`src/rtl/separador_pkg.sv`:
```
// separador_pkg: shared types, width helpers and anode polarity helper
package separador_pkg;
   typedef enum logic [1:0] {IDLE, CONV, LOAD} conv_state_e;
   localparam int W_IN_DEF = 14;
   localparam int N_DIG_DEF = 4;
   localparam int DIV_DEF = 50000;
   function automatic int presc_w(input int div);
      return (div > 1) ? $clog2(div) : 1;
   endfunction
   function automatic int iter_w(input int w_in);
      return $clog2(w_in + 1);
   endfunction
   function automatic logic an_lvl(input logic sel, input logic active_low);
      return sel ^ active_low;
   endfunction
endpackage

```
`src/rtl/separador_multidigito_barrido.sv`:
```
// barrido_display: prescaled digit scanner with anode decode and leading-zero blanking
module barrido_display
   import separador_pkg::*;
#(
   parameter int N_DIG = N_DIG_DEF,
   parameter int DIV = DIV_DEF,
   parameter int AN_ACTIVE_LOW = 1
) (
   input  logic               clk,
   input  logic               rst_n,
   input  logic [4*N_DIG-1:0] disp,
   input  logic               ovf,
   input  logic               blank_lz,
   output logic [3:0]         bcd,
   output logic [N_DIG-1:0]   an
);
   localparam int PW = presc_w(DIV);
   localparam int IW = (N_DIG > 1) ? $clog2(N_DIG) : 1;
   localparam logic [N_DIG-1:0] AN_RST = (AN_ACTIVE_LOW != 0) ? ~N_DIG'(1) : N_DIG'(1);
   logic [PW-1:0] presc_q, presc_d;
   logic [IW-1:0] idx_q, idx_d;
   logic [3:0] bcd_q, bcd_d;
   logic [N_DIG-1:0] an_q, an_d;
   logic wrap, blank;
   int msnz;
   always_comb begin
      wrap = presc_q == PW'(DIV - 1);
      presc_d = wrap ? '0 : presc_q + PW'(1);
      idx_d = !wrap ? idx_q : (idx_q == IW'(N_DIG - 1)) ? '0 : idx_q + IW'(1);
      msnz = 0;
      for (int i = 1; i < N_DIG; i++) if (disp[4*i +: 4] != 4'd0) msnz = i;
      // outputs track the next index so bcd and an switch on the same edge as the index
      blank = blank_lz && !ovf && (int'(idx_d) > msnz);
      bcd_d = disp[4*idx_d +: 4];
      for (int i = 0; i < N_DIG; i++) an_d[i] = an_lvl(!blank && (idx_d == IW'(i)), AN_ACTIVE_LOW != 0);
   end
   always_ff @(posedge clk or negedge rst_n) begin
      if (!rst_n) begin
         presc_q <= '0;
         idx_q <= '0;
         bcd_q <= '0;
         an_q <= AN_RST;
      end else begin
         presc_q <= presc_d;
         idx_q <= idx_d;
         bcd_q <= bcd_d;
         an_q <= an_d;
      end
   end
   assign bcd = bcd_q;
   assign an = an_q;
endmodule

```
`src/rtl/separador_multidigito.sv`:
```
// separador_multidigito: handshake-fed double-dabble converter with saturating display
// register feeding a multiplexed scan driver.
module separador_multidigito
   import separador_pkg::*;
#(
   parameter int W_IN = W_IN_DEF,
   parameter int N_DIG = N_DIG_DEF,
   parameter int DIV = DIV_DEF,
   parameter int AN_ACTIVE_LOW = 1
) (
   input  logic             clk,
   input  logic             rst_n,
   input  logic             in_valid,
   input  logic [W_IN-1:0]  in_val,
   output logic             in_ready,
   input  logic             blank_lz,
   output logic [3:0]       BCD,
   output logic [N_DIG-1:0] an,
   output logic             ovf
);
   localparam int IT_W = iter_w(W_IN);
   localparam int BW = 4 * N_DIG;
   conv_state_e state_q, state_d;
   logic [W_IN-1:0] bin_q, bin_d;
   logic [BW-1:0] scr_q, scr_d, disp_q, disp_d, adj;
   logic [IT_W-1:0] cnt_q, cnt_d;
   logic sovf_q, sovf_d, ovf_q, ovf_d, top;
   always_comb begin
      state_d = state_q;
      bin_d = bin_q;
      scr_d = scr_q;
      sovf_d = sovf_q;
      cnt_d = cnt_q;
      disp_d = disp_q;
      ovf_d = ovf_q;
      top = 1'b0;
      for (int i = 0; i < N_DIG; i++)
         adj[4*i +: 4] = (scr_q[4*i +: 4] >= 4'd5) ? scr_q[4*i +: 4] + 4'd3 : scr_q[4*i +: 4];
      case (state_q)
         IDLE: if (in_valid) begin
            bin_d = in_val;
            scr_d = '0;
            sovf_d = 1'b0;
            cnt_d = '0;
            state_d = CONV;
         end
         CONV: begin
            // a bit leaving the top digit means the value needs more digits than we have
            {top, scr_d, bin_d} = {adj, bin_q, 1'b0};
            sovf_d = sovf_q | top;
            cnt_d = cnt_q + IT_W'(1);
            if (cnt_q == IT_W'(W_IN - 1)) state_d = LOAD;
         end
         LOAD: begin
            disp_d = sovf_q ? {N_DIG{4'd9}} : scr_q;
            ovf_d = sovf_q;
            state_d = IDLE;
         end
         default: state_d = IDLE;
      endcase
   end
   always_ff @(posedge clk or negedge rst_n) begin
      if (!rst_n) begin
         state_q <= IDLE;
         bin_q <= '0;
         scr_q <= '0;
         sovf_q <= 1'b0;
         cnt_q <= '0;
         disp_q <= '0;
         ovf_q <= 1'b0;
      end else begin
         state_q <= state_d;
         bin_q <= bin_d;
         scr_q <= scr_d;
         sovf_q <= sovf_d;
         cnt_q <= cnt_d;
         disp_q <= disp_d;
         ovf_q <= ovf_d;
      end
   end
   assign in_ready = state_q == IDLE;
   assign ovf = ovf_q;
   barrido_display #(
      .N_DIG(N_DIG),
      .DIV(DIV),
      .AN_ACTIVE_LOW(AN_ACTIVE_LOW)
   ) u_barrido (
      .clk(clk),
      .rst_n(rst_n),
      .disp(disp_q),
      .ovf(ovf_q),
      .blank_lz(blank_lz),
      .bcd(BCD),
      .an(an)
   );
endmodule

```
`config.mk`:
```
export PLATFORM = sky130hd
export DESIGN_NAME = separador_multidigito
export DESIGN_NICKNAME = d
export VERILOG_FILES = /design/src/rtl/separador_pkg.sv /design/src/rtl/separador_multidigito_barrido.sv /design/src/rtl/separador_multidigito.sv
export SDC_FILE = /design/constraint.sdc
export NUM_CORES = 1
export LEC_CHECK = 0
export CAP_MARGIN = 25
export CORE_MARGIN = 2
export CORE_UTILIZATION = 45
export DETAILED_ROUTE_END_ITERATION = 6
export SLEW_MARGIN = 25
export SYNTH_ARGS = -nofsm -noshare
export SYNTH_HDL_FRONTEND = slang
export SYNTH_SLANG_ARGS = --single-unit
```
`constraint.sdc`:
```
create_clock -name clk -period 6.2 [get_ports clk]
set_input_delay 1.86 -clock clk [delete_from_list [all_inputs] [get_ports clk]]
set_output_delay 1.86 -clock clk [all_outputs]
set_load 0.02 [all_outputs]
```
==> reports/metrics.yaml <==
yosys_warnings: 0
globalRoute.busiestLayer: "met2"
ys_top_cells_by_count: "dfrtp_1 (77), nand2_1 (56), o21ai_0 (47)"
port_buffers: 27
synth_edf_count: 0
cp_max_fo: 12
h-tree-depth: 3
slew_headroom_pct: 39.89
dieArea_sq_um: 9384
synth-xor-area-share_pct: 4.739
power.density_nw_per_um2: 390.9
synthMostInstantiatedCell: "dfrtp_1"
antennaDiodeCount: 0
synth_top_family_by_area: "simple AND/OR/NAND/NOR gates"
yosys_register_bits: 80
finalNetCount: 457
synthCells: 405
p_seq_share_pct: 45.6
switching_share_pct: 35.26
fin_skew_ns: 0.008505
async_reset_ff_share_pct: 100.0
synth_simple_gate_area_share_pct: 17.76
muxShareOfSynthArea_pct: 0.9349
tightestPinTransition_ns: 0.8766
post_cts_buffers: 0
cap_viol_max_count: 0
max_freq_mhz: 270.4
ys.flop_type: "dfrtp_1"
clk_latency_ns: 0.34
synthAdderAreaFrac_pct: 4.513
p_sw_uw: 610.3
dr.first_iter.drc_count: 129
io-pin-count: 28
grt_util_met2_pct: 25.96
fin_setup_tns_ns: 0
synth.area.top_cells: "dfrtp_1 (50%), o21ai_0 (6.1%), nand2_1 (5.4%), ha_1 (4.5%), a21oi_1 (3.9%)"
area_growth_pct: 14.06
peakVddDrop_mv: 0.2448
dpl.hpwl_um: 4867
clk_pin_slew_ns: 0.07
post-route-drc-count: 0
wire_per_inst_um: 13.97
finalWirelength_um: 7476
pwr-share-comb_pct: 30.4
grt_pass1_vias: 2786
nFillCells: 767
cp.arrival_ns: 3.93
status: "completed"
p_int_mw: 1.120
grtUsageMet1_pct: 24.05
p_clk_share_pct: 24.0
setup_viol: 0
cts_root_buf: "clkbuf_8"
gp_congestion: 0.7708
clock_sinks: 80
antenna_left: 0
global_route.usage.met3_pct: 3.974
die_h_um: 96.87
row_count: 33
firstDrtPassIters: 5
ys_seq_area_share_pct: 51.68
hold_path.class: "flop to flop"
grtUsageTotal_pct: 17.10
p_leak_nw: 1.987
synth_top_cell_by_area: "dfrtp_1"
cts.path.max_buffers: 2
grt_max_degree: 81
final_layout_size_suffix_gt1_share_pct: 6.279
synth_compound_area_share_pct: 16.67
hold_ws_ns: 0.4873
cts_resized: 0
finalPower_mw: 1.731
avgSynthCellArea_sq_um: 9.583
crit_path_start_kind: "flop"
hold_violations: 0
syn-num-nets: 437
numCtsBuffers: 9
antenna_found_initial: 0
cts_tree: "built"
critPathKind: "flop to flop"
drv_slew: 0
yosysTopAreaCellShare_pct: 49.65
worstPathRequired_ns: 6.43
min_period_over_period_pct: 59.65
rsz0062_at_grt: "no"
vias_per_cell: 5.406
vias: 2892
core_area_sq_um: 8299
min_period_ns: 3.698
start_util_pct: 46.77
syn_area_sq_um: 3881
end_kind: "flop"
die_x_um: 96.87
grt_overflow: 0
grt_pass1_wl_um: 13220
holdBufCountCts: 0
ys_types: 37
[cell families after synthesis]
group,after synthesis
xor gates and xnor gates,21
AOI/OAI and AO/OA,111
muxes,3
adders and majority gates,14
DFF,80
buffers and inverters,34
and+or+nand+nor,142
[sequential cells by signal, summed over array words and instances (netlist names)]
register and cells:
cnt_q 4, sovf_q 1, disp_q 16, u_barrido.idx_q 2
bin_q 14, u_barrido.bcd 4, u_barrido.presc_q 16, state_q 2
scr_q 16, u_barrido.an 4, ovf 1
[layout by cell type (no fill, tap or decap), drive strengths merged, types with 2 or more instances in the layout]
cell type | synthesis | layout
or4b | 2 | 2
nand2 | 56 | 56
xor2 | 12 | 12
nor3 | 8 | 8
buf | 3 | 3
xnor2 | 9 | 9
nor4 | 2 | 2
nor2 | 26 | 26
nand3 | 15 | 15
and3 | 5 | 5
a21oi | 30 | 30
bufinv | 0 | 2
dfstp | 3 | 3
nand2b | 6 | 6
o21ai | 47 | 47
clkdlybuf4s50 | 0 | 26
a22o | 3 | 3
or4 | 2 | 2
o21bai | 2 | 2
dfrtp | 77 | 77
a22oi | 17 | 17
inv | 14 | 14
mux2 | 2 | 2
ha | 14 | 14
clkbuf | 17 | 13
nor2b | 18 | 18
o31ai | 7 | 7
[critical path, cell delays in order (launching register included)]
cell and delay, ns:
dfrtp_1 0.44, or4b_4 0.55, nor4_4 0.65, mux2i_1 0.82
inv_2 0.26, ha_1 0.37, nor2b_1 0.13, o2111ai_1 0.27
nand3_1 0.12
[worst paths after layout]
check | startpoint | end | slack, ns | depth (start not counted)
setup / recovery | u_barrido.presc_q[7]$_DFF_PN0_ | u_barrido.an[1]$_DFF_PN1_ | 2.50 | 8
hold / removal | disp_q[2]$_DFFE_PN0N_ | disp_q[2]$_DFFE_PN0N_ | 0.49 | 2
setup reg to reg | u_barrido.presc_q[7]$_DFF_PN0_ | u_barrido.an[1]$_DFF_PN1_ | 2.50 | 8
hold reg to reg | disp_q[2]$_DFFE_PN0N_ | disp_q[2]$_DFFE_PN0N_ | 0.49 | 2
max in group asynchronous | rst_n | state_q[0]$_DFFE_PN0P_ | 4.15 | 1
min in group asynchronous | rst_n | u_barrido.presc_q[11]$_DFF_PN0_ | 1.53 | 1
[layer usage]
layer,vias to the layer above,part of all wire (%),wire length [um]
li1,1441,-,-
met1,1401,50,3717
met2,42,46,3461
met3,8,2.6,198
met4,0,1.3,99
met5,-,0,0
[power by group through the flow]
stage	Clock (mW)	Sequential, mW	Combinational, mW
6_report	0.414	0.790	0.526
5_1_grt	0.456	0.810	0.613
4_1_cts	0.430	0.787	0.533
3_5_place_dp	0	0.796	0.532
3_3_place_gp	0	0.794	0.517
2_1_floorplan	0	0.743	0.423
[stage by stage]
stage | utilization [%] | instances | area (sq um) | worst slack [ns]
finish | 53.34 | 535 | 4427 | 2.502
global route | 53.34 | 535 | 4427 | 2.274
CTS | 53.23 | 535 | 4418 | 2.445
detailed placement | 50.66 | 519 | 4204 | 2.075
global placement | 50.66 | 519 | 4204 | 2.210
floorplan | - | 405 | 3881 | 3.242
[final cells by class]
| class | count | area (sq um) | area share (%) |
|---|---|---|---|
| tap | 105 | 131.4 | 2.968 |
| clock buffer | 13 | 148.9 | 3.363 |
| inverter | 14 | 52.55 | 1.187 |
| timing repair buffer | 29 | 286.5 | 6.473 |
| clock inverter | 3 | 65.06 | 1.470 |
| multi-input combinational | 291 | 1737 | 39.23 |
| sequential | 80 | 2006 | 45.31 |
Note: power is estimated with default switching activity, not from simulation.
